File: config.mk
export PLATFORM = sky130hd
export DESIGN_NAME = uart_rx_ctrl_flat
export DESIGN_NICKNAME = d
export VERILOG_FILES = /design/src/rtl/uart_rx_ctrl_if.sv /design/src/rtl/uart_rx_ctrl.sv /design/src/flat_wrapper.sv
export SDC_FILE = /design/constraint.sdc
export NUM_CORES = 1
export LEC_CHECK = 0
export ABC_CLOCK_PERIOD_IN_PS = 3640
export CORE_ASPECT_RATIO = 0.6
export CORE_MARGIN = 4
export CORE_UTILIZATION = 53
export CTS_BUF_LIST = sky130_fd_sc_hd__clkbuf_4
export CTS_CLUSTER_SIZE = 16
export DETAILED_ROUTE_END_ITERATION = 6
export GPL_TIMING_DRIVEN = 0
export PLACE_DENSITY = 0.82
export SYNTH_ARGS = -nofsm -noshare
export SYNTH_HDL_FRONTEND = slang
export SYNTH_SLANG_ARGS = --single-unit
File: constraint.sdc
create_clock -name CLK -period 3.64 [get_ports CLK]
set_clock_uncertainty 0.1 [all_clocks]
set_input_delay 1.092 -clock CLK [delete_from_list [all_inputs] [get_ports CLK]]
set_output_delay 1.092 -clock CLK [all_outputs]
set_load 0.02 [all_outputs]
File: src/rtl/uart_rx_ctrl_if.sv
// Signal bundle between the UART receive controller and its sampler,
// deserializer and check blocks; names match the original port list.
interface uart_rx_ctrl_if;
  logic       RX_IN;
  logic       PAR_EN;
  logic [5:0] Prescale;
  logic       strt_glitch;
  logic       par_err;
  logic       stp_err;
  logic [5:0] edge_cnt;
  logic [3:0] bit_cnt;
  logic       dat_samp_en;
  logic       deser_en;
  logic       strt_chk_en;
  logic       par_chk_en;
  logic       stp_chk_en;
  logic       data_valid;
  logic       frm_err;

  modport master (
    output RX_IN, PAR_EN, Prescale, strt_glitch, par_err, stp_err,
    input  edge_cnt, bit_cnt, dat_samp_en, deser_en, strt_chk_en,
           par_chk_en, stp_chk_en, data_valid, frm_err
  );

  modport slave (
    input  RX_IN, PAR_EN, Prescale, strt_glitch, par_err, stp_err,
    output edge_cnt, bit_cnt, dat_samp_en, deser_en, strt_chk_en,
           par_chk_en, stp_chk_en, data_valid, frm_err
  );
endinterface

File: src/rtl/uart_rx_ctrl.sv
// UART receive frame controller: tracks oversample edge and bit position,
// strobes the check/shift blocks and reports good or dropped frames.
module uart_rx_ctrl (
  input  logic          CLK,
  input  logic          RST,
  uart_rx_ctrl_if.slave ctrl
);

  typedef enum logic [2:0] {IDLE, START, DATA, PARITY, STOP} state_t;

  state_t     state_q, state_d;
  logic [5:0] edge_q, edge_d;
  logic [3:0] bit_q, bit_d;
  logic [5:0] p_q, p_d;
  logic       par_en_q, par_en_d;
  logic       dv_q, dv_d;
  logic       fe_q, fe_d;
  logic       samp, last;
  logic       strt_en, deser, par_en_chk, stp_en;

  assign samp = (edge_q == p_q - 6'd2);
  assign last = (edge_q == p_q - 6'd1);

  always_ff @(posedge CLK or negedge RST) begin
    if (!RST) begin
      state_q  <= IDLE;
      edge_q   <= '0;
      bit_q    <= '0;
      p_q      <= 6'd8;
      par_en_q <= 1'b0;
      dv_q     <= 1'b0;
      fe_q     <= 1'b0;
    end else begin
      state_q  <= state_d;
      edge_q   <= edge_d;
      bit_q    <= bit_d;
      p_q      <= p_d;
      par_en_q <= par_en_d;
      dv_q     <= dv_d;
      fe_q     <= fe_d;
    end
  end

  always_comb begin
    state_d    = state_q;
    edge_d     = edge_q;
    bit_d      = bit_q;
    p_d        = p_q;
    par_en_d   = par_en_q;
    dv_d       = 1'b0;
    fe_d       = 1'b0;
    strt_en    = 1'b0;
    deser      = 1'b0;
    par_en_chk = 1'b0;
    stp_en     = 1'b0;

    if (state_q != IDLE) begin
      edge_d = last ? '0 : edge_q + 6'd1;
      bit_d  = last ? bit_q + 4'd1 : bit_q;
    end

    case (state_q)
      IDLE: begin
        if (!ctrl.RX_IN) begin
          state_d  = START;
          par_en_d = ctrl.PAR_EN;
          // Anything other than 16 or 32 runs at the default ratio of 8.
          p_d      = (ctrl.Prescale == 6'd16 || ctrl.Prescale == 6'd32) ?
                     ctrl.Prescale : 6'd8;
        end
      end
      START: begin
        strt_en = samp;
        if (last) begin
          if (ctrl.strt_glitch) begin
            state_d = IDLE;
            fe_d    = 1'b1;
          end else begin
            state_d = DATA;
          end
        end
      end
      DATA: begin
        deser = samp;
        if (last && bit_q == 4'd8) state_d = par_en_q ? PARITY : STOP;
      end
      PARITY: begin
        par_en_chk = samp;
        if (last) begin
          if (ctrl.par_err) begin
            state_d = IDLE;
            fe_d    = 1'b1;
          end else begin
            state_d = STOP;
          end
        end
      end
      STOP: begin
        stp_en = samp;
        if (last) begin
          state_d = IDLE;
          fe_d    = ctrl.stp_err;
          dv_d    = !ctrl.stp_err;
        end
      end
      default: state_d = IDLE;
    endcase

    // Counters sit at zero throughout IDLE, including the cycle after an exit.
    if (state_q == IDLE || state_d == IDLE) begin
      edge_d = '0;
      bit_d  = '0;
    end
  end

  assign ctrl.edge_cnt    = edge_q;
  assign ctrl.bit_cnt     = bit_q;
  assign ctrl.dat_samp_en = (state_q != IDLE);
  assign ctrl.strt_chk_en = strt_en;
  assign ctrl.deser_en    = deser;
  assign ctrl.par_chk_en  = par_en_chk;
  assign ctrl.stp_chk_en  = stp_en;
  assign ctrl.data_valid  = dv_q;
  assign ctrl.frm_err     = fe_q;

endmodule

File: src/flat_wrapper.sv
// flat-port wrapper written by rule: the top's interface ports become plain ports
module uart_rx_ctrl_flat 
  (CLK, RST, ctrl_RX_IN, ctrl_PAR_EN, ctrl_Prescale, ctrl_strt_glitch, ctrl_par_err, ctrl_stp_err, ctrl_edge_cnt, ctrl_bit_cnt, ctrl_dat_samp_en, ctrl_deser_en, ctrl_strt_chk_en, ctrl_par_chk_en, ctrl_stp_chk_en, ctrl_data_valid, ctrl_frm_err);
  uart_rx_ctrl_if ctrl_i ();
  input  logic CLK;
  input  logic RST;
  input wire logic [$bits(ctrl_i.RX_IN)-1:0] ctrl_RX_IN;
  input wire logic [$bits(ctrl_i.PAR_EN)-1:0] ctrl_PAR_EN;
  input wire logic [$bits(ctrl_i.Prescale)-1:0] ctrl_Prescale;
  input wire logic [$bits(ctrl_i.strt_glitch)-1:0] ctrl_strt_glitch;
  input wire logic [$bits(ctrl_i.par_err)-1:0] ctrl_par_err;
  input wire logic [$bits(ctrl_i.stp_err)-1:0] ctrl_stp_err;
  output wire logic [$bits(ctrl_i.edge_cnt)-1:0] ctrl_edge_cnt;
  output wire logic [$bits(ctrl_i.bit_cnt)-1:0] ctrl_bit_cnt;
  output wire logic [$bits(ctrl_i.dat_samp_en)-1:0] ctrl_dat_samp_en;
  output wire logic [$bits(ctrl_i.deser_en)-1:0] ctrl_deser_en;
  output wire logic [$bits(ctrl_i.strt_chk_en)-1:0] ctrl_strt_chk_en;
  output wire logic [$bits(ctrl_i.par_chk_en)-1:0] ctrl_par_chk_en;
  output wire logic [$bits(ctrl_i.stp_chk_en)-1:0] ctrl_stp_chk_en;
  output wire logic [$bits(ctrl_i.data_valid)-1:0] ctrl_data_valid;
  output wire logic [$bits(ctrl_i.frm_err)-1:0] ctrl_frm_err;
  assign ctrl_i.RX_IN = ctrl_RX_IN;
  assign ctrl_i.PAR_EN = ctrl_PAR_EN;
  assign ctrl_i.Prescale = ctrl_Prescale;
  assign ctrl_i.strt_glitch = ctrl_strt_glitch;
  assign ctrl_i.par_err = ctrl_par_err;
  assign ctrl_i.stp_err = ctrl_stp_err;
  assign ctrl_edge_cnt = ctrl_i.edge_cnt;
  assign ctrl_bit_cnt = ctrl_i.bit_cnt;
  assign ctrl_dat_samp_en = ctrl_i.dat_samp_en;
  assign ctrl_deser_en = ctrl_i.deser_en;
  assign ctrl_strt_chk_en = ctrl_i.strt_chk_en;
  assign ctrl_par_chk_en = ctrl_i.par_chk_en;
  assign ctrl_stp_chk_en = ctrl_i.stp_chk_en;
  assign ctrl_data_valid = ctrl_i.data_valid;
  assign ctrl_frm_err = ctrl_i.frm_err;
  uart_rx_ctrl u_core (.CLK(CLK), .RST(RST), .ctrl(ctrl_i));
endmodule
======== Word-level counts from Yosys, hierarchy flattened ========
Index checks and enable logic that the tools add are counted.
word-level totals
  bits in registers ....................... 22
  input bits .............................. 13
  output and inout port bits .............. 17
  word-level logic and storage cells ...... 60
cells by class
  add/subtract/negate cells ............... 4
  equal/unequal tests ..................... 9
  muxes and demuxes ....................... 28
  bitwise logic cells ..................... 1
  reductions and logical operators ........ 11
operator list
  operator               count
  $mux W6                4
  $mux W3                7
  $pmux W3 S5            1
  $eq A6 B6 Y1           2
  $mux W4                3
  $mux W1                11
  $add A6 B1 Y6 const B  1
  $eq A3 B2 Y1 const B   2
  $eq A6 B5 Y1 const B   1
  $eq A6 B6 Y1 const B   1
  $logic_not A3 Y1       2
  $sub A6 B1 Y6 const B  1
  $sub A6 B2 Y6 const B  1
  $add A4 B1 Y4 const B  1
  $eq A4 B4 Y1 const B   1
  $reduce_and A2 Y1      2
  $reduce_bool A2 Y1     2
  $eq A3 B1 Y1 const B   1
  $eq A3 B3 Y1 const B   1
  $pmux W1 S3            1
  $reduce_bool A3 Y1     1
  $logic_or A1 B1 Y1     2
  $mux W2                1
  $logic_and A1 B1 Y1    1
  2 further kinds        2

======== Longest topological paths before layout ========
Gate-level depths: netlist (run 1).
  depth in word-level cells ............... 9
  gate-level depth with buffers ........... 8
  gate-level depth less buffers ........... 8

======== Worst setup path before layout (run 1) ========
No wires, ideal clock.
  path type ............................... register to output
  start point ............................. register u_core.p_q[1]
  end point ............................... output port ctrl_strt_chk_en
  arrival time ............................ 2553 ps
  data required time ...................... 2448 ps
  setup slack ............................. -105 ps
  stages on the path, launching flop included .. 7
  path buffers ............................ 0
  path through ............................ dfrtp_1 > inv_1 > ha_1 > or3b_4 > o31a_2 > a2111o_1 > nor4b_1
on the way
  word-level cells in the longest chain between the ends .. 3
ends and longest elaborated chain
  element                 line                text
  start, declared         uart_rx_ctrl.sv:14  logic [5:0] p_q, p_d;
  start signal, assigned  uart_rx_ctrl.sv:37  p_q <= p_d;
  $sub A6 B2 Y6           uart_rx_ctrl.sv:21  assign samp = (edge_q == p_q - 6'd2);
  $eq A6 B6 Y1            uart_rx_ctrl.sv:21
  $mux W1                 uart_rx_ctrl.sv:62  case (state_q)
  end, declared           flat_wrapper.sv:17  output wire logic [$bits(ctrl_i.strt_chk_en)-1:0] ctrl_strt_chk_en;
No other way between the ends.

======== Worst setup path in the final report (run 1) ========
  start point ............................. register u_core.p_q[2]
  end point ............................... output port ctrl_strt_chk_en
Same word-level chain as after synthesis.

==> flow_summary.json, run 1 <==
{
  "rsz0062_at_grt": "yes",
  "ys_ff_latch": 22,
  "syn_to_final_growth_pct": 29.2,
  "gp_congestion": 0.909,
  "min_from": "u_core.p_q[5]",
  "setup_viol": 1,
  "critical_path.max_fanout": 4,
  "r2r-start": "u_core.p_q[2]",
  "root_buffer": "clkbuf_4",
  "grt_overflow_total": 0,
  "routed_wl_um": 3410,
  "drt-pass1-iter-count": 4,
  "grt_usage_pct": 22.1,
  "final_util_pct": 72.8,
  "cp-end-kind": "output port",
  "grt_max_degree": 23,
  "powerDensity_nw_per_um2": 549,
  "hold_end": "u_core.p_q[5]",
  "ant_nets": 0,
  "grt_pass1_vias": 1256,
  "dieWidth_um": 75.1,
  "avgSynthCellArea_sq_um": 9.48,
  "cts_sinks": 22,
  "fin_ws_ns": -0.00866,
  "synth_flop_cell": "dfrtp_1",
  "placed_cells": 212,
  "initial_core_util_pct": 56.4,
  "synth_edf_count": 0,
  "async_reset_ff_share_pct": 100,
  "clockBufferDepth": 2,
  "dp_slack_ns": -0.445,
  "status": "finished with violations",
  "core-area_sq_um": 2540,
  "crit_start": "u_core.p_q[2]",
  "ys_warn_count": 0,
  "post_drt_wl_per_cell_um": 15.4,
  "mostFrequentLayoutCells": "nor2_1 (25), clkdlybuf4s50_1 (25), dfrtp_1 (21)",
  "max_stage_delay_ns": 0.40,
  "fin_crit_ns": 3.65,
  "vias_per_cell": 5.76,
  "grt_pass1_wl_um": 5840,
  "r2r_slack_ns": 0.63,
  "r2r-end": "u_core.ctrl.bit_cnt[1]",
  "synthCells": 151,
  "hp-class": "reg -> reg",
  "leakagePower_uw": 0.000807,
  "required_ns": 2.45,
  "max_freq_mhz": 274,
  "slew_headroom_pct": 31.2,
  "antenna_found_initial": 0,
  "crit_type": "reg -> out",
  "numCtsBuffers": 3,
  "syn_area_sq_um": 1430,
  "finalHoldViolCount": 0,
  "path_cells": "inv_2, ha_4, or3b_4, o31a_2, a2111o_1, nor4b_2, buf_4",
  "layout.nets": 210,
  "drive_above_1_share_pct": 15.3,
  "num_rows": 14,
  "p_total_uw": 1020,
  "path_clk_slew_ns": 0.12,
  "peakVddDrop_mv": 0.284,
  "drt_iter0_markers": 68,
  "critPathLaunchType": "flip-flop",
  "die_h_um": 48.3,
  "htree_levels": 1,
  "violations": "setup timing",
  "yosysUniqueCellTypes": 45,
  "maxCapViolCount": 0,
  "period_share_pct": 100,
  "crit_slowest_cell": "dfrtp_1",
  "holdWs_ns": 0.446,
  "tightest_slew_ns": 1.03,
  "clock_latency_ns": 0.32,
  "post-route-drc-count": 0,
  "syn_nets": 170,
  "instances_no_fill": 222,
  "cts_tree": "built",
  "seq_area_frac_synth_pct": 38.5,
  "drv_slew": 0,
  "antenna_cells": 0,
  "portBuffers": 29,
  "die_area_sq_um": 3620,
  "vias": 1278,
  "worst_ep_arrival_time_ns": 2.46,
  "r2r_cells": 8,
  "min_path_cells": 1,
  "ios": 30,
  "hpwl_um": 2560
}
[logic make-up after synthesis]
group | synth area share (%)
AO/OA/AOI/OAI | 13.8
multiplexers | 3.67
XOR/XNOR | 10.4
AND/OR/NAND/NOR | 24.4
adder cells (fa/ha/maj) | 5.24
buffers and inverters | 3.93
flip-flops | 38.5
[registers in the layout, indices dropped and copies added, names as in the netlist]
register	cells
u_core.ctrl.frm_err	1
u_core.ctrl.edge_cnt	6
u_core.par_en_q	1
u_core.state_q	3
u_core.ctrl.data_valid	1
u_core.ctrl.bit_cnt	4
u_core.p_q	6
[repair_timing]
item,in CTS,in global routing
setup endpoints to repair,4,4
buffers inserted,6,0
gates cloned,0,0
pin swaps,3,3
gates resized for setup,23,2
hold buffers,0,0
[through the flow]
stage | cell area, sq um | setup TNS [ns]
after CTS | 1850 | -0.165
after floorplan | 1440 | 0
after global placement | 1770 | -0.942
final | 1850 | -0.00866
after detailed placement | 1770 | -1.25
after global routing | 1850 | -0.252
[area by class of cell]
cell class / count / area, sq um
clock buffers: 4 / 30.0
flip-flops and latches: 22 / 552
well taps: 32 / 40.0
inverters: 7 / 26.3
fillers: 189 / 691
plain buffers: 6 / 30.0
repair buffers: 35 / 324
multi-input cells: 116 / 847
[Yosys cell counts, types with 3 or more instances]
| cell type | n | area (sq um) |
|---|---|---|
| nor2_1 | 25 | 93.8 |
| nand3_1 | 6 | 30.0 |
| o211ai_1 | 3 | 22.5 |
| mux2i_1 | 3 | 30.0 |
| nand2_1 | 9 | 33.8 |
| ha_1 | 6 | 75.1 |
| xnor2_1 | 10 | 87.6 |
| clkbuf_1 | 5 | 18.8 |
| dfrtp_1 | 21 | 526 |
| nor3_1 | 4 | 20.0 |
| inv_1 | 6 | 22.5 |
| and3_1 | 3 | 18.8 |
| xor2_1 | 7 | 61.3 |
| o21ai_0 | 4 | 20.0 |
| nand3b_1 | 3 | 22.5 |
[worst max-delay path by stage]
stage	to	slack, ns
finish	ctrl_strt_chk_en	-0.009
global route	ctrl_strt_chk_en	-0.15
CTS	ctrl_strt_chk_en	-0.13
detailed placement	ctrl_strt_chk_en	-0.44
global placement	ctrl_strt_chk_en	-0.32
floorplan	ctrl_strt_chk_en	0.16
[power breakdown]
group	total [uW]	internal [uW]	leakage [uW]	switching (uW)
Sequential	355	295	0.000292	59.9
Combinational	535	232	0.000497	302
Clock	126	50.4	0.0000184	75.7
Total	1020	578	0.000807	438
[critical path, delay by kind of cell, from the launching register on]
kind                       cells  cell delay, ns
AOI/OAI and AO/OA              2            0.67
and+or+nand+nor                2            0.65
DFF                            1            0.40
buffers and inverters          2            0.29
adders and majority gates      1            0.14
[routing by layer]
layer | share of wire [%] | GRT usage (%)
met5 | 0 | 0
met1 | 44 | 29.3
met3 | 6.8 | 4.94
met4 | 2.5 | 10.6
met2 | 47 | 34.9
No activity file was read; power rests on OpenSTA's default activity.
==> inputs of run 2 (changes only) <==
ABC_AREA = 1   (was default)
GPL_ROUTABILITY_DRIVEN = 0   (was default)
PLACE_DENSITY = 0.81   (was 0.82)
==> run 2 against run 1 <==
Effect of this change: the flow now finishes without violations; setup slack better by 0.16 ns; largest cell class unchanged; count of clock-buffer cells in the layout down 1; global-route usage down 1.5 points; sequential power down 5.9%; utilization up 0.89 points; critical path type unchanged; cell count up 27%; final area up 5.4%; wire length up 8.4%; via count up 16%.
==> flow_summary.json, run 2 <==
{
  "netlist.area_leader.share_pct": 34.0,
  "period_share_pct": 95.8,
  "layout.nets": 262,
  "synth_flop_cell": "dfrtp_1",
  "synth_mux_area_share_pct": 0,
  "clockBufferDepth": 2,
  "synth_edf_count": 0,
  "vias": 1478,
  "seq_area_sq_um": 552,
  "crit_type": "reg -> out",
  "max_freq_mhz": 287,
  "hpwl_um": 2740,
  "nFillCells": 197,
  "critPathLaunchType": "flip-flop",
  "multi_input_area_sq_um": 857,
  "numCtsBuffers": 3,
  "mostFrequentLayoutCells": "nand2_1 (59), inv_1 (28), clkdlybuf4s50_1 (25)",
  "root_buffer": "clkbuf_4",
  "yosys.area.top_type": "dfrtp_1",
  "synthCells": 208,
  "synthAdderAreaFrac_pct": 4.85,
  "post_drt_wl_per_cell_um": 13.1,
  "dieWidth_um": 77.8,
  "required_ns": 2.45,
  "ant_nets": 0,
  "powerDensity_nw_per_um2": 533,
  "yosysMostFrequentCell": "nand2_1",
  "synthXorXnorAreaFrac_pct": 5.66,
  "grt_overflow_total": 0,
  "synth_top_family_by_area": "simple AND/OR/NAND/NOR gates",
  "drt_iter0_markers": 96,
  "ios": 30,
  "peakVddDrop_mv": 0.354,
  "hp-class": "reg -> reg",
  "routed_wl_um": 3700,
  "initial_core_util_pct": 58.5,
  "grt_pass1_wl_um": 6310,
  "maxCapViolCount": 0,
  "post-route-drc-count": 0,
  "syn_area_sq_um": 1550,
  "num_rows": 14,
  "setup_viol": 0,
  "setup_tns_ns": 0,
  "hold_buffers": 0,
  "antenna_found_initial": 0,
  "syn_to_final_growth_pct": 25.9,
  "synth_simple_gate_area_share_pct": 41.6,
  "instances_no_fill": 282,
  "placed_cells": 277,
  "ys_ff_latch": 22,
  "portBuffers": 29,
  "core-area_sq_um": 2650,
  "final_common_cell": "nand2_1",
  "fin_crit_ns": 3.49,
  "synth_compound_area_share_pct": 2.91,
  "die_h_um": 49.9,
  "worst_ep_arrival_time_ns": 2.29,
  "path_clk_slew_ns": 0.13,
  "htree_levels": 1,
  "ys_warn_count": 0,
  "drt-pass1-iter-count": 4,
  "cts_sinks": 22,
  "yosysUniqueCellTypes": 29,
  "avgSynthCellArea_sq_um": 7.44,
  "holdWs_ns": 0.436,
  "clock_latency_ns": 0.33,
  "critical_path.max_fanout": 4,
  "finalHoldViolCount": 0,
  "synthTopCellsByArea": "dfrtp_1 (34%), nand2_1 (14%), inv_1 (6.8%)",
  "async_reset_ff_share_pct": 100,
  "leakagePower_uw": 0.000960,
  "synth_common_cells": "nand2_1 (59), inv_1 (28), dfrtp_1 (21)",
  "drv_slew": 0,
  "grt_pass1_vias": 1345,
  "tightest_slew_ns": 0.988,
  "status": "completed",
  "drive_above_1_share_pct": 15.7,
  "grt_usage_pct": 20.6,
  "cp-end-kind": "output port",
  "syn_nets": 227,
  "slew_headroom_pct": 34.0,
  "vias_per_cell": 5.24,
  "grt_max_degree": 23,
  "cts_tree": "built",
  "antenna_cells": 0,
  "seq_area_frac_synth_pct": 35.7,
  "die_area_sq_um": 3880
}
==> run 2: cell types whose count changed in the layout (fill, tap and decap cells not counted), moves of 4 or more <==
| cell | change |
|---|---|
| clkbuf_1 | -5 |
| nor2_1 | -10 |
| nand2_1 | +50 |
| nand4_1 | +4 |
| xnor2_1 | -7 |
| inv_1 | +23 |
| nand3_1 | +10 |
| nor2_2 | +13 |
| inv_2 | +4 |
| buf_4 | -6 |
==> run 2: timing repair <==
item / CTS / global route
setup endpoints to repair: 4 / 4
gates resized for setup: 4 / 2
setup buffers: 0 / 1
pin swaps: 0 / 0
==> run 2: cell type report <==
type / instances / share of cell area [%]
Multi-Input combinational cell: 150 / 44.0
Sequential cell: 22 / 28.3
Timing Repair Buffer: 30 / 15.1
Inverter: 34 / 6.55
Tap cell: 40 / 2.57
Clock inverter: 1 / 1.54
Clock buffer: 3 / 1.16
Buffer: 2 / 0.834
==> run 2: final timing paths <==
kind | from | to | slack [ns] | cells past startpoint
max | u_core.p_q[1] | ctrl_stp_chk_en | 0.15 | 8
min in group asynchronous | RST | u_core.ctrl.edge_cnt[1] | 1.19 | 1
min reg2reg | u_core.p_q[2] | u_core.p_q[2] | 0.44 | 2
max in group asynchronous | RST | u_core.ctrl.edge_cnt[0] | 1.65 | 1
min | u_core.p_q[2] | u_core.p_q[2] | 0.44 | 2
max reg2reg | u_core.p_q[1] | u_core.ctrl.edge_cnt[0] | 1.28 | 15
==> run 2: kinds of logic (layout without fill, tap and decap cells) <==
family / Yosys count / after routing
AND/OR/NAND/NOR: 126 / 126
flip-flops: 22 / 22
AO/OA/AOI/OAI: 8 / 8
buffers and inverters: 36 / 70
adder cells (fa/ha/maj): 6 / 6
XOR/XNOR: 10 / 10
==> run 2: per-layer routing <==
layer	vias to the layer above	part of all wire (%)	routed length, um	GRT usage [%]
met5	-	0	0	0
met4	0	2.5	94	3.55
met3	13	8.8	324	5.27
met2	72	44	1640	33.9
met1	676	44	1650	27.5
li1	717	-	-	-
==> run 2: per-stage QoR <==
| step | area, sq um | utilization [%] | worst slack, ns | power [uW] |
|---|---|---|---|---|
| 6_report | 1950 | 73.7 | 0.153 | 1040 |
| 5_1_grt | 1950 | 73.7 | -0.0164 | 1120 |
| 4_1_cts | 1940 | 73.2 | 0.167 | 1040 |
| 3_5_place_dp | 1890 | 71.4 | 0.292 | 839 |
| 3_3_place_gp | 1890 | 71.4 | 0.346 | 823 |
| 2_1_floorplan | 1550 | - | 0.928 | 696 |
==> run 2: power breakdown <==
part	internal [uW]	switching (uW)
logic	190	320
clock network	111	83.8
registers	287	47.0
total	588	451
==> run 2: critical path, stage by stage (launching register included) <==
cell and delay (ns):
dfrtp_1 0.44, inv_1 0.13, ha_1 0.31, xor2_1 0.14
nand2_1 0.07, nor3_1 0.27, nand3_2 0.17, nor2_1 0.12
dlygate4sd2_1 0.34
==> inputs of run 3 (changes only) <==
CAP_MARGIN = 40   (was default)
GPL_ROUTABILITY_DRIVEN = default   (was 0)
SETUP_SLACK_MARGIN = 0.15   (was default)
==> run 3 against run 2 <==
Effect of this change: die area is the same; flip-flop and latch count unchanged; count of clock-buffer cells in the layout unchanged; critical path depth did not move; utilization rose by 0.43 points; power increased by 0.55%; sequential share of layout area decreased by 0.16 points; worst hold slack got worse by 0.0069 ns; via count about the same; critical endpoint is now ctrl_strt_chk_en; largest power group unchanged; highest routed layer unchanged.
==> flow_summary.json, run 3 (synthesis results as in run 2) <==
{
  "instances_no_fill": 283,
  "drive_above_1_share_pct": 17.7,
  "drt_iter0_markers": 87,
  "cts_sinks": 22,
  "path_clk_slew_ns": 0.12,
  "hp-class": "reg -> reg",
  "period_share_pct": 89.9,
  "die_area_sq_um": 3880,
  "holdWs_ns": 0.429,
  "setup_viol": 0,
  "required_ns": 2.45,
  "num_rows": 14,
  "worst_ep_arrival_time_ns": 2.08,
  "leakagePower_uw": 0.000962,
  "cp-end-kind": "output port",
  "core-area_sq_um": 2650,
  "min_path_cells": 2,
  "slew_headroom_pct": 61.0,
  "peakVddDrop_mv": 0.314,
  "final_area_sq_um": 1960,
  "ant_nets": 0,
  "layout.nets": 263,
  "syn_to_final_growth_pct": 26.7,
  "drv_slew": 0,
  "post_drt_wl_per_cell_um": 13.5,
  "max_freq_mhz": 306,
  "clockBufferDepth": 2,
  "r2r-start": "u_core.p_q[1]",
  "vias": 1477,
  "tightest_slew_ns": 0.583,
  "finalHoldViolCount": 0,
  "htree_levels": 1,
  "fin_crit_ns": 3.27,
  "placed_cell_area_sq_um": 1920,
  "vias_per_cell": 5.22,
  "r2r_slack_ns": 1.31,
  "post-route-drc-count": 0,
  "gp_congestion": 0.870,
  "maxCapViolCount": 0,
  "numCtsBuffers": 3,
  "die_h_um": 49.9,
  "portBuffers": 29,
  "final_common_cell": "nand2_1",
  "critPathLaunchType": "flip-flop",
  "clock_latency_ns": 0.33,
  "dieWidth_um": 77.8,
  "status": "completed",
  "min_from": "u_core.p_q[1]",
  "root_buffer": "clkbuf_4",
  "cts_tree": "built",
  "grt_overflow_total": 0,
  "r2r-end": "u_core.ctrl.edge_cnt[0]",
  "mostFrequentLayoutCells": "nand2_1 (59), inv_1 (28), clkdlybuf4s50_1 (25)",
  "ios": 30,
  "rsz0062_at_grt": "no",
  "drt-pass1-iter-count": 4,
  "initial_core_util_pct": 58.5,
  "placed_cells": 278,
  "powerDensity_nw_per_um2": 533,
  "antenna_found_initial": 0,
  "hpwl_um": 2950,
  "hold_end": "u_core.p_q[1]",
  "antenna_cells": 0,
  "crit_type": "reg -> out",
  "p_total_uw": 1040,
  "grt_pass1_vias": 1464,
  "critical_path.max_fanout": 4,
  "setup_tns_ns": 0,
  "routed_wl_um": 3830,
  "r2r_cells": 15,
  "grt_pass1_wl_um": 6510,
  "hold_buffers": 0,
  "grt_max_degree": 17,
  "grt_usage_pct": 21.2
}
run 3: changes by cell type in the layout (fill, tap and decap cells not counted), sizes merged:
| cell | delta |
|---|---|
| buf | +1 |
| clkbuf | +4 |
| clkdlybuf4s15 | -1 |
| dlygate4sd2 | -3 |
run 3: area by class of cell:
class | count | area (sq um)
Multi-Input combinational cell | 150 | 857
Fill cell | 205 | 684
Sequential cell | 22 | 552
Timing Repair Buffer | 31 | 305
Inverter | 34 | 128
Tap cell | 40 | 50.0
Clock inverter | 1 | 30.0
Clock buffer | 3 | 22.5
Buffer | 2 | 16.3
run 3: metal layers:
metal  global-route usage (%)  vias up  part of all wire, %
li1                         -      715                    -
met1                     27.7      693                   47
met2                     33.9       64                   45
met3                     6.00        5                  8.1
met4                     6.51        0                 0.60
met5                        0        -                    0
run 3: report_power, final:
group | internal [uW] | leakage [uW] | switching (uW)
clock network | 111 | 0.0000279 | 82.6
logic | 192 | 0.000640 | 323
registers | 287 | 0.000293 | 48.1
total | 591 | 0.000962 | 454
run 3: how the worst max path moves through the flow:
stage	startpoint	endpoint	slack, ns
finish	u_core.p_q[1]	ctrl_strt_chk_en	0.37
global route	u_core.p_q[1]	ctrl_strt_chk_en	0.15
CTS	u_core.p_q[1]	ctrl_strt_chk_en	0.15
detailed placement	u_core.p_q[1]	ctrl_strt_chk_en	0.24
global placement	u_core.p_q[1]	ctrl_deser_en	0.34
floorplan	u_core.p_q[1]	ctrl_deser_en	0.93
run 3: critical path, stage by stage (launching register included):
cell and delay [ns]:
dfrtp_1 0.40, inv_1 0.10, ha_1 0.31, xor2_1 0.14, nand2_1 0.07, nor3_1 0.25, nand3_2 0.17, nor2_1 0.13
clkbuf_2 0.18
run 3: timing repair:
| action | CTS | global route |
|---|---|---|
| buffers inserted | 0 | 1 |
| endpoints found under the setup margin | 4 | 4 |
| gates resized for setup | 4 | 9 |
run 3: stage by stage:
stage	setup slack [ns]	utilization [%]
after floorplan	0.928	-
after global placement	0.342	71.4
after detailed placement	0.244	72.4
after CTS	0.151	74.2
after global routing	0.153	74.1
final	0.369	74.1
